`src/rtl/tag_frame_builder.sv`:
```
// Tag frame builder: serialises preamble, payload, CRC-4 and a forced-low gap onto sig.
// Define MANCHESTER_EN for Manchester-coded PRE/PAY/CRC bits; the default build sends NRZ.
module tag_frame_builder #(
    parameter int unsigned      BIT_CYCLES = 100_000,
    parameter int unsigned      PRE_W      = 7,
    parameter logic [PRE_W-1:0] PREAMBLE   = 7'b1010111,
    parameter int unsigned      PAYLOAD_W  = 12,
    parameter int unsigned      GAP_BITS   = 4
) (
    input  logic                 clk,
    input  logic                 rst_n,
    input  logic                 in_valid,
    input  logic [PAYLOAD_W-1:0] in_data,
    output logic                 in_ready,
    output logic                 sig,
    output logic                 busy,
    output logic                 bit_start,
    output logic                 frame_done
);

    localparam int unsigned CRC_W     = 4;
    localparam int unsigned FRAME_W   = PRE_W + PAYLOAD_W;
    localparam int unsigned TMR_W     = (BIT_CYCLES > 1) ? $clog2(BIT_CYCLES) : 1;
    localparam int unsigned MAX_A     = (PRE_W > PAYLOAD_W) ? PRE_W : PAYLOAD_W;
    localparam int unsigned MAX_B     = (GAP_BITS > CRC_W) ? GAP_BITS : CRC_W;
    localparam int unsigned MAX_FIELD = (MAX_A > MAX_B) ? MAX_A : MAX_B;
    localparam int unsigned IDX_W     = $clog2(MAX_FIELD);

    localparam logic [TMR_W-1:0] TMR_LAST = TMR_W'(BIT_CYCLES - 1);
    localparam logic [IDX_W-1:0] PRE_LAST = IDX_W'(PRE_W - 1);
    localparam logic [IDX_W-1:0] PAY_LAST = IDX_W'(PAYLOAD_W - 1);
    localparam logic [IDX_W-1:0] CRC_LAST = IDX_W'(CRC_W - 1);
    localparam logic [IDX_W-1:0] GAP_LAST = IDX_W'(GAP_BITS - 1);
    localparam logic [CRC_W-1:0] CRC_POLY = 4'b0011;
`ifdef MANCHESTER_EN
    localparam logic [TMR_W-1:0] HALF     = TMR_W'(BIT_CYCLES / 2);
`endif

    typedef enum logic [2:0] {IDLE, PRE, PAY, CRC, GAP} state_t;

    state_t               state, state_d;
    logic [TMR_W-1:0]     timer, timer_d;
    logic [IDX_W-1:0]     idx, idx_d;
    logic [FRAME_W-1:0]   frame, frame_d;
    logic [CRC_W-1:0]     crc, crc_d;
    logic                 sig_d, busy_d, bit_start_d, frame_done_d, in_ready_d;
    logic                 bit_end, fb, active, cur_bit;

    // Next-state and next-output logic; outputs are derived from next-state values and then registered
    always_comb begin
        state_d      = state;
        timer_d      = timer;
        idx_d        = idx;
        frame_d      = frame;
        crc_d        = crc;
        frame_done_d = 1'b0;
        bit_end      = (timer == TMR_LAST);
        fb           = crc[CRC_W-1] ^ frame[FRAME_W-1];

        if (state == IDLE) begin
            if (in_valid && in_ready) begin
                frame_d = {PREAMBLE, in_data};
                crc_d   = '0;
                timer_d = '0;
                idx_d   = '0;
                state_d = PRE;
            end
        end else begin
            timer_d = bit_end ? '0 : timer + TMR_W'(1);
            if (bit_end) begin
                idx_d = idx + IDX_W'(1);
                case (state)
                    PRE: begin
                        frame_d = {frame[FRAME_W-2:0], 1'b0};
                        if (idx == PRE_LAST) begin
                            idx_d   = '0;
                            state_d = PAY;
                        end
                    end
                    PAY: begin
                        frame_d = {frame[FRAME_W-2:0], 1'b0};
                        crc_d   = {crc[CRC_W-2:0], 1'b0} ^ (fb ? CRC_POLY : '0);
                        if (idx == PAY_LAST) begin
                            idx_d   = '0;
                            state_d = CRC;
                        end
                    end
                    CRC: begin
                        // CRC is final once PAY ends; shifting it out sends crc[3] first
                        crc_d = {crc[CRC_W-2:0], 1'b0};
                        if (idx == CRC_LAST) begin
                            idx_d   = '0;
                            state_d = GAP;
                        end
                    end
                    GAP: begin
                        if (idx == GAP_LAST) begin
                            idx_d        = '0;
                            state_d      = IDLE;
                            frame_done_d = 1'b1;
                        end
                    end
                    default: state_d = IDLE;
                endcase
            end
        end

        active  = (state_d == PRE) || (state_d == PAY) || (state_d == CRC);
        cur_bit = (state_d == CRC) ? crc_d[CRC_W-1] : frame_d[FRAME_W-1];
`ifdef MANCHESTER_EN
        sig_d   = active & (cur_bit ^ (timer_d >= HALF));
`else
        sig_d   = active & cur_bit;
`endif
        bit_start_d = active && (timer_d == '0);
        busy_d      = (state_d != IDLE);
        in_ready_d  = (state_d == IDLE);
    end

    // State, datapath and output registers
    always_ff @(posedge clk or negedge rst_n) begin
        if (!rst_n) begin
            state      <= IDLE;
            timer      <= '0;
            idx        <= '0;
            frame      <= '0;
            crc        <= '0;
            sig        <= 1'b0;
            busy       <= 1'b0;
            bit_start  <= 1'b0;
            frame_done <= 1'b0;
            in_ready   <= 1'b1;
        end else begin
            state      <= state_d;
            timer      <= timer_d;
            idx        <= idx_d;
            frame      <= frame_d;
            crc        <= crc_d;
            sig        <= sig_d;
            busy       <= busy_d;
            bit_start  <= bit_start_d;
            frame_done <= frame_done_d;
            in_ready   <= in_ready_d;
        end
    end

endmodule
```
`config.mk`:
```
export PLATFORM = sky130hd
export DESIGN_NAME = tag_frame_builder
export DESIGN_NICKNAME = d
export VERILOG_FILES = /design/src/rtl/tag_frame_builder.sv
export SDC_FILE = /design/constraint.sdc
export NUM_CORES = 1
export LEC_CHECK = 0
export ABC_CLOCK_PERIOD_IN_PS = 3100
export BUFFER_PORTS_ARGS = -buffer_cell sky130_fd_sc_hd__buf_2
export CAP_MARGIN = 10
export CORE_MARGIN = 5
export CORE_UTILIZATION = 38
export DETAILED_ROUTE_END_ITERATION = 12
export GPL_ROUTABILITY_DRIVEN = 1
export SLEW_MARGIN = 20
export SYNTH_ARGS = -nofsm -noshare
export SYNTH_HDL_FRONTEND = slang
export SYNTH_SLANG_ARGS = --single-unit
export TNS_END_PERCENT = 30
```
`constraint.sdc`:
```
create_clock -name clk -period 3.1 [get_ports clk]
set_input_delay 0.465 -clock clk [delete_from_list [all_inputs] [get_ports clk]]
set_output_delay 0.465 -clock clk [all_outputs]
set_load 0.005 [all_outputs]
```
==> results.txt, run 1 <==
Max-slew violation count: 0. The floorplan step defined a die boundary enclosing 9500 µm². The highest metal layer with signal wires is met4.

Relative to the synthesized area, the layout overhead comes to 8.73%. The number of nets in the synthesized netlist is 324. In the final routed layout, each cell accounts on average for 15.9 µm. Counting every sink on the clock net gives 52. At the later pin of the worst-skew pair, clock insertion delay measures 0.31 ns. Counting the fill cells in the layout gives 750. After synthesis, the share of flip-flops with an asynchronous set or reset is 100%. Dividing total power by cell area gives a power density of 345 nW/µm².

The repair_antennas step left the layout with diodes totalling 0. After floorplanning, the core was divided into 31 placement rows. The routed design uses 3040 µm of met2 wire. The net switching power figure was 0.000246 W. The synthesized netlist devotes 20.1% of its cell area to compound gates. In this run the static leakage power is 1.43 nW. Cells fill 42.9% of the core in the end. With fillers left out, the area of the finished cells amounts to 3160 µm².

The post-route netlist has 17.8% of its cells at a drive strength greater than 1. After clock tree synthesis, the clock-pin slew on the worst setup and hold paths is 0.09 ns. After synthesis, the largest family of logic cells by area is simple AND/OR/NAND/NOR gates. The tools report the synthesized instance count as 306. In this run the cell area measured after placement is 3080 µm².

The chip height came out at 97.5 µm. Total of max-cap violations: 0. The die outline width was 97.5 µm; the post-synthesis share of cell area spent on full adders, half adders and majority gates was 1.29%. Once the floorplan was initialized, standard cells occupied 39.5% of the core. Measured against the total synthesized area, the mux share comes to 1.38%. The worst setup path is launched from a flip-flop. The run finished with clean final reports. Sequential cells burn 62.2% of the power.

The first routing iteration left 177 violations. The library cells used most frequently in the layout, excluding fill and tap cells, are 51 x sky130_fd_sc_hd__dfrtp_1, 34 x sky130_fd_sc_hd__nand2_1, 23 x sky130_fd_sc_hd__o21ai_0, 22 x sky130_fd_sc_hd__nor2_1. For the number of remaining DRC errors, the log shows 0. The run gives 2.93 ns as the endpoint arrival time on the critical path. The count of flip-flops with a built-in enable after synthesis works out to 0. Once the clock tree was built, the resizer swapped 0 gates to a different size.

Global routing consumed, over all layers together, 14.6% of the routing resources. The worst-case IR drop observed on VDD is 0.185 mV. The via count is 2390. The synthesized design contains 52 register bits. The global placer's final weighted congestion came out at 0.898. After the last flow step, the layout net total stands at 342.

The wire-length estimate of the detail-placed layout is 4780 µm. The most used flip-flop cell after synthesis is sky130_fd_sc_hd__dfrtp_1. After routing, the total negative slack on setup checks comes to 0 ns. Switching share of power: 22.5%. The routed length on met3 is 268 µm, and the first-pass iteration count of the detailed router is 6. The tools report the post-synthesis cell type count as 66. The number of global-route vias before repair was 2308. After synthesis, the mean cell area works out to 9.50 µm². Cell internal power was estimated by the tool at 0.000844 W. The longest clock path from root to sink contains 2 buffers. The tightest min-delay check is of the input pin to asynchronous set/reset pin type. The tree is rooted in a sky130_fd_sc_hd__clkbuf_8. Maximum number of pins on one net before global-route repair: 40.

The largest clock skew in the final design was 0.00824 ns; the number of port buffers was 19. For the pin with the worst max-slew slack, the measured transition is 0.884 ns. TritonCTS built the clock tree. For this block, the routed nets add up to 6750 µm of wire. The placeable core region is 7370 µm², and the worst slew margin relative to its limit is 41.1%.

After synthesis, flip-flops and latches occupy 44.8% of the total area. After detailed routing, the wire length on met1 is 3280 µm. Setup slack on the worst reg-to-reg path comes out at 0.39 ns. The first global-routing pass estimated 11500 µm of wire. The endpoint required time on the critical path is 3.32 ns. In this run, CTS created clock tree buffers numbering 5. Summing the areas of all xor and xnor instances in the mapped netlist gives 1.20% of the synthesized area. The synthesized netlist devotes 24.4% of its cell area to simple gates.

The worst setup path is captured at a flip-flop. The run gives 20 as the number of top-level pins. Setup violations remaining at the end of the flow were counted as 0. Setup repair after global routing left no endpoint under its margin. The shortest clock period the worst path allows after layout came out at 2.71 ns. The tools report the combined area of all synthesized cells as 2910 µm². The number of hold buffers added after CTS came out at 0. The final critical path takes up 87.5% of the cycle.

The worst setup path category was flip-flop to flip-flop. The worst-path maximum fanout is 8, and the final-report hold violation count is 0. After global routing the overflow that remains totals 0.

Dividing the detail-routed via count by the number of cells gives 5.64. The number of synthesis warnings is 0. In this run, the clock network consumes 35.6% of the power. The detail route stage leaves a number of antenna-violating nets equal to 0.

The final worst slack was 0.388 ns; the number of antenna violations at the first check in global routing was 0. The share of total power dissipated in combinational logic is 2.2%. Setup slack at placement: 0.463 ns. Once the clock tree was built, the setup fixing pass inserted 0 buffers.

Leaving out fill and tap cells, the most frequent cell in the layout is sky130_fd_sc_hd__dfrtp_1. Static timing analysis puts the maximum clock frequency at 369 MHz. The H-tree depth came out at 2.
-- final cells by class --
class / instances / area (µm²) / share of cell area, %
Clock buffer: 6 / 72.6 / 2.30
Clock inverter: 2 / 12.5 / 0.396
Inverter: 21 / 78.8 / 2.49
Multi-Input combinational cell: 217 / 1420 / 44.8
Sequential cell: 52 / 1300 / 41.2
Tap cell: 99 / 124 / 3.92
Timing Repair Buffer: 27 / 155 / 4.91
-- worst max-delay path, cell delays in order (launching register included) --
cell                      delay [ns]
sky130_fd_sc_hd__dfrtp_1        0.44
sky130_fd_sc_hd__ha_1           0.23
sky130_fd_sc_hd__nand3_1        0.17
sky130_fd_sc_hd__or2_1          0.40
sky130_fd_sc_hd__o21ai_2        0.33
sky130_fd_sc_hd__buf_4          0.23
sky130_fd_sc_hd__o21ai_2        0.10
sky130_fd_sc_hd__nor4b_4        0.29
sky130_fd_sc_hd__nand4_1        0.17
sky130_fd_sc_hd__nor4_2         0.26
-- final timing paths --
kind,from,to,depth (start not counted)
min,rst_n,timer[3],1
min in group clk,in_data[0],frame[0],3
max,timer[0],bit_start,9
max in group asynchronous,rst_n,frame[12],2
min reg2reg,frame[1],frame[1],2
max reg2reg,timer[0],bit_start,9
-- layer usage --
| layer | GRT usage [%] | vias up |
|---|---|---|
| li1 | - | 1165 |
| met1 | 20.5 | 1149 |
| met2 | 21.8 | 58 |
| met3 | 2.58 | 18 |
| met4 | 6.71 | 0 |
| met5 | 0 | - |
-- synth_stat cells, drive strengths merged (6+ instances only) --
| library cell | number | area share (%) |
|---|---|---|
| inv | 21 | 2.7 |
| buf | 8 | 2.9 |
| dfrtp | 51 | 44 |
| a22o | 6 | 1.9 |
| o21ai | 27 | 4.9 |
| nand4 | 6 | 1.5 |
| a21oi | 11 | 2.0 |
| nand2 | 34 | 4.4 |
| nand3 | 19 | 3.3 |
| nor2 | 22 | 2.8 |
| and3 | 7 | 1.5 |
| or3 | 7 | 1.8 |
| clkbuf | 8 | 1.3 |
| a222oi | 11 | 3.8 |
-- logic make-up after synthesis --
group | Yosys count
AOI/OAI and AO/OA | 81
muxes | 4
xor gates and xnor gates | 4
DFF | 52
adders and majority gates | 3
buffers and inverters | 37
and+or+nand+nor | 125
-- flip-flops by register name (all words and copies together), names as in the netlist --
signal,flops
in_ready,1
state,3
idx,4
timer,17
frame_done,1
frame,19
busy,1
bit_start,1
sig,1
crc,4
-- stage by stage --
stage	hold slack (ns)	power, W	cells
after floorplan	0.169	0.000692	306
after global placement	0.477	0.000717	416
after detailed placement	0.485	0.000717	416
after CTS	0.302	0.00110	424
after global routing	0.351	0.00113	424
final	0.268	0.00109	424
-- power groups by stage --
stage	combinational (W)	sequential [W]	clock, W
2_1_floorplan	0.000000203	0.000691	0
4_1_cts	0.0000261	0.000678	0.000400
5_1_grt	0.0000288	0.000678	0.000424
6_report	0.0000244	0.000678	0.000387
3_5_place_dp	0.0000259	0.000691	0
3_3_place_gp	0.0000258	0.000691	0
Power figures use the tool's default switching activity.
==> inputs of run 2 (changes only) <==
- MAX_ROUTING_LAYER: default -> met4
==> run 2 against run 1 <==
  * Clock skew increased by 0.00092 ns
  * Register-to-register slack better by 0.11 ns
  * Design area grew 0.20%
  * Worst hold slack lost 0.085 ns
  * Sequential cell count did not move
  * Count of clock-buffer cells in the layout decreased by 1
  * Maximum frequency is 4.0% higher
  * Largest cell class unchanged
==> results.txt, run 2 (synthesis gave the netlist of run 1 again) <==
The run finished with clean final reports. The maximum number of pins on one net before global-route repair is 30 (was 40). The average wire per cell in the routed design was 15.8 µm (was 15.9 µm); the shortest clock period the worst path allows after layout was 2.61 ns (was 2.71 ns). The number of global-route vias before repair was 2338 (was 2308); the number of flip-flops under the largest register name was 19 (unchanged).

The design internal power is 0.000848 W (was 0.000844 W), and the flop-to-flop setup slack is 0.49 ns (was 0.39 ns). The power density over the cells was 346 nW/µm² (was 345 nW/µm²); the final worst slack was 0.493 ns (was 0.388 ns). The number of violations reported at the end of detailed-routing iteration 0 is 278 (was 177), and the total of cells resized after clock tree synthesis is 0 (unchanged). The share of post-route cells with drive strength above 1 was 18.2% (was 17.8%). The part of the total power dissipated in sequential elements was 61.8% (was 62.2%). The number of buffers inserted to repair setup after CTS came out at 0 (unchanged). The peak clock frequency supported by timing was 384 MHz (was 369 MHz); the longest individual stage delay on the worst path was 0.43 ns (was 0.44 ns). The number of remaining DRC errors is 0 (unchanged), and the sum of routed wire length over all layers is 6720 µm (was 6750 µm).

The worst setup path category was flip-flop to flip-flop (unchanged). The register with the highest flop count is frame (unchanged). The tools report the max-slew violation count as 0 (unchanged).

The endpoint of the lowest-slack register-to-register path is bit_start (unchanged). The transition time of the tightest slew-check pin is 0.738 ns (was 0.884 ns), and the net switching power figure is 0.000249 W (was 0.000246 W). The endpoint required time on the critical path was 3.32 ns (about the same). TritonCTS built the clock tree. For the total number of clock tree sinks, the log shows 52 (unchanged). Switching share of power: 22.7% (was 22.5%). For the number of antenna violations at the first check in global routing, the log shows 0 (unchanged).

Placeable core region: 7370 µm² (unchanged). Setup repair after global routing left no endpoint under its margin. The worst-path maximum fanout was 8 (unchanged). The final setup violation count is 0 (unchanged), and the ratio of routed vias to standard cells is 5.61 (was 5.64). The area growth from synthesis to layout was 8.95% (was 8.73%). The via count was 2377 (was 2390). Slowest cell on the critical path: sky130_fd_sc_hd__dfrtp_1 (unchanged). The maximum root-to-sink buffer count came out at 2 (unchanged). The run gives 0 ns (unchanged) as the setup TNS after final layout.

The endpoint kind of the worst setup timing path was a flip-flop (unchanged). The tools report the utilization after layout as 43.0% (was 42.9%). Largest regs: frame (19), timer (17) (unchanged). The cell type with the highest occurrence count on the critical path was sky130_fd_sc_hd__o21ai_2 (unchanged).

The starting density of the core came out at 39.5% (unchanged). Cells along the critical path: ha_1 > nand3_1 > or2_1 > o21ai_2 > buf_4 > o21ai_2 > nor4b_4 > nand4_1 > nor4_2 (unchanged). The run gives 0 (unchanged) as the leftover overflow at the end of global routing. The cell family with the largest share of critical-path delay was simple AND/OR/NAND/NOR gates (unchanged).

The aggregate global-route resource usage was 15.3% (was 14.6%); the final non-filler cell area was 3170 µm² (was 3160 µm²). The leading cell type in the layout, fill and taps excluded was sky130_fd_sc_hd__dfrtp_1 (unchanged). The tools report the type of element launching the critical path as a flip-flop (unchanged). The tools report the wire length of the first global-routing pass as 11600 µm (was 11500 µm). The row count was 31 (unchanged); the chip height was 97.5 µm (unchanged). The run gives 4930 µm (was 4780 µm) as the post-detailed-placement half-perimeter wirelength. The run gives 0 (unchanged) as the final-report hold violation count. The layout net count was 342 (unchanged). The logs give 5 (was 6) for the first-pass iteration count of the detailed router and 0 (unchanged) for the number of hold buffers added after CTS.

Number of port buffers: 19 (unchanged). The die outline width works out to 97.5 µm (unchanged). The run gives 416 (unchanged) as the number of placed cells counting well taps.

The worst slew margin relative to its limit is 50.7% (was 41.1%), and the global placer's final weighted congestion is 0.911 (was 0.898). The H-tree depth was 2 (unchanged). The largest clock skew in the final design was 0.00915 ns (was 0.00824 ns). The clock transition at the registers of the reported paths works out to 0.09 ns (about the same).

The number of standard cells in the final layout excluding fillers came out at 424 (unchanged). The tools report the launch instance of the worst register-to-register path as timer[0] (unchanged). Antenna cell count: 0 (unchanged). Highest-count cells in the layout ignoring fill and taps: 51 x sky130_fd_sc_hd__dfrtp_1, 34 x sky130_fd_sc_hd__nand2_1, 23 x sky130_fd_sc_hd__o21ai_0, 22 x sky130_fd_sc_hd__nor2_1 (unchanged). The total of max-cap violations is 0 (unchanged), and the number of buffer and inverter stages on the critical path is 1 (unchanged). The logs give 36.0% (was 35.6%) for the power share of the clock group and 0.133 mV (was 0.185 mV) for the worst voltage drop across the vdd grid. The setup slack at placement came out at 0.513 ns (was 0.463 ns).

The tools report the worst-skew pair later-pin latency as 0.31 ns (about the same). The share of the clock period used by the worst path was 84.1% (was 87.5%); the depth of the worst register-to-register path was 9 (unchanged). The run gives 0 (unchanged) as the remaining number of nets flagged by the antenna check after routing. The logs give 9500 µm² (unchanged) for the die area and 2.82 ns (was 2.93 ns) for the endpoint arrival time on the critical path. Classification of the worst-slack hold path: input pin to asynchronous set/reset pin (unchanged). The cell area after placement is 3080 µm² (unchanged), and the leakage power of the design is 1.44 nW (was 1.43 nW). The tools report the buffer cell driving the clock tree root as sky130_fd_sc_hd__clkbuf_8 (unchanged). The number of top-level pins was 20 (unchanged). The total CTS buffers was 5 (unchanged); the combinational cell fraction of total power was 2.2% (about the same).
==> run 2: cell count changes in the layout (fill, tap and decap cells not counted), sizes merged <==
cell,delta
inv,+1
clkbuf,-1
clkinv,+1
clkinvlp,-1
==> run 2: through the flow <==
stage | hold slack (ns) | total power (W)
CTS | 0.201 | 0.00112
global placement | 0.475 | 0.000717
global route | 0.226 | 0.00115
floorplan | 0.169 | 0.000692
detailed placement | 0.483 | 0.000717
finish | 0.183 | 0.00110
==> run 2: how the worst max path moves through the flow <==
stage / cells past startpoint / slack, ns / end / from
after floorplan: 9 / 0.85 / bit_start / timer[0]
final: 9 / 0.49 / bit_start / timer[0]
after CTS: 9 / 0.49 / bit_start / timer[0]
after global routing: 9 / 0.25 / bit_start / timer[0]
after global placement: 9 / 0.62 / bit_start / timer[0]
after detailed placement: 9 / 0.51 / bit_start / timer[0]
==> run 2: power groups by stage <==
stage,registers (W),clock network [W],logic [W]
2_1_floorplan,0.000691,0,0.000000203
3_3_place_gp,0.000691,0,0.0000255
3_5_place_dp,0.000691,0,0.0000256
4_1_cts,0.000678,0.000413,0.0000257
5_1_grt,0.000678,0.000448,0.0000287
6_report,0.000678,0.000395,0.0000244
==> run 2: layer usage <==
metal	GRT usage [%]	routed length [µm]	vias up
met4	5.96	153	0
li1	-	-	1158
met1	21.1	3200	1133
met5	-	0	-
met2	22.5	3040	70
met3	2.37	321	16
==> run 2: worst register-to-register path, stage by stage, from the launching register on <==
cell	delay [ns]
sky130_fd_sc_hd__dfrtp_1	0.43
sky130_fd_sc_hd__ha_1	0.23
sky130_fd_sc_hd__nand3_1	0.16
sky130_fd_sc_hd__or2_1	0.39
sky130_fd_sc_hd__o21ai_2	0.29
sky130_fd_sc_hd__buf_4	0.22
sky130_fd_sc_hd__o21ai_2	0.09
sky130_fd_sc_hd__nor4b_4	0.27
sky130_fd_sc_hd__nand4_1	0.17
sky130_fd_sc_hd__nor4_2	0.27
==> run 2: area by class of cell <==
class | instances | area [µm²]
Clock buffer | 5 | 68.8
Timing Repair Buffer | 27 | 155
Clock inverter | 3 | 22.5
Sequential cell | 52 | 1300
Tap cell | 99 | 124
Multi-Input combinational cell | 217 | 1420
Inverter | 21 | 78.8
Fill cell | 751 | 4200
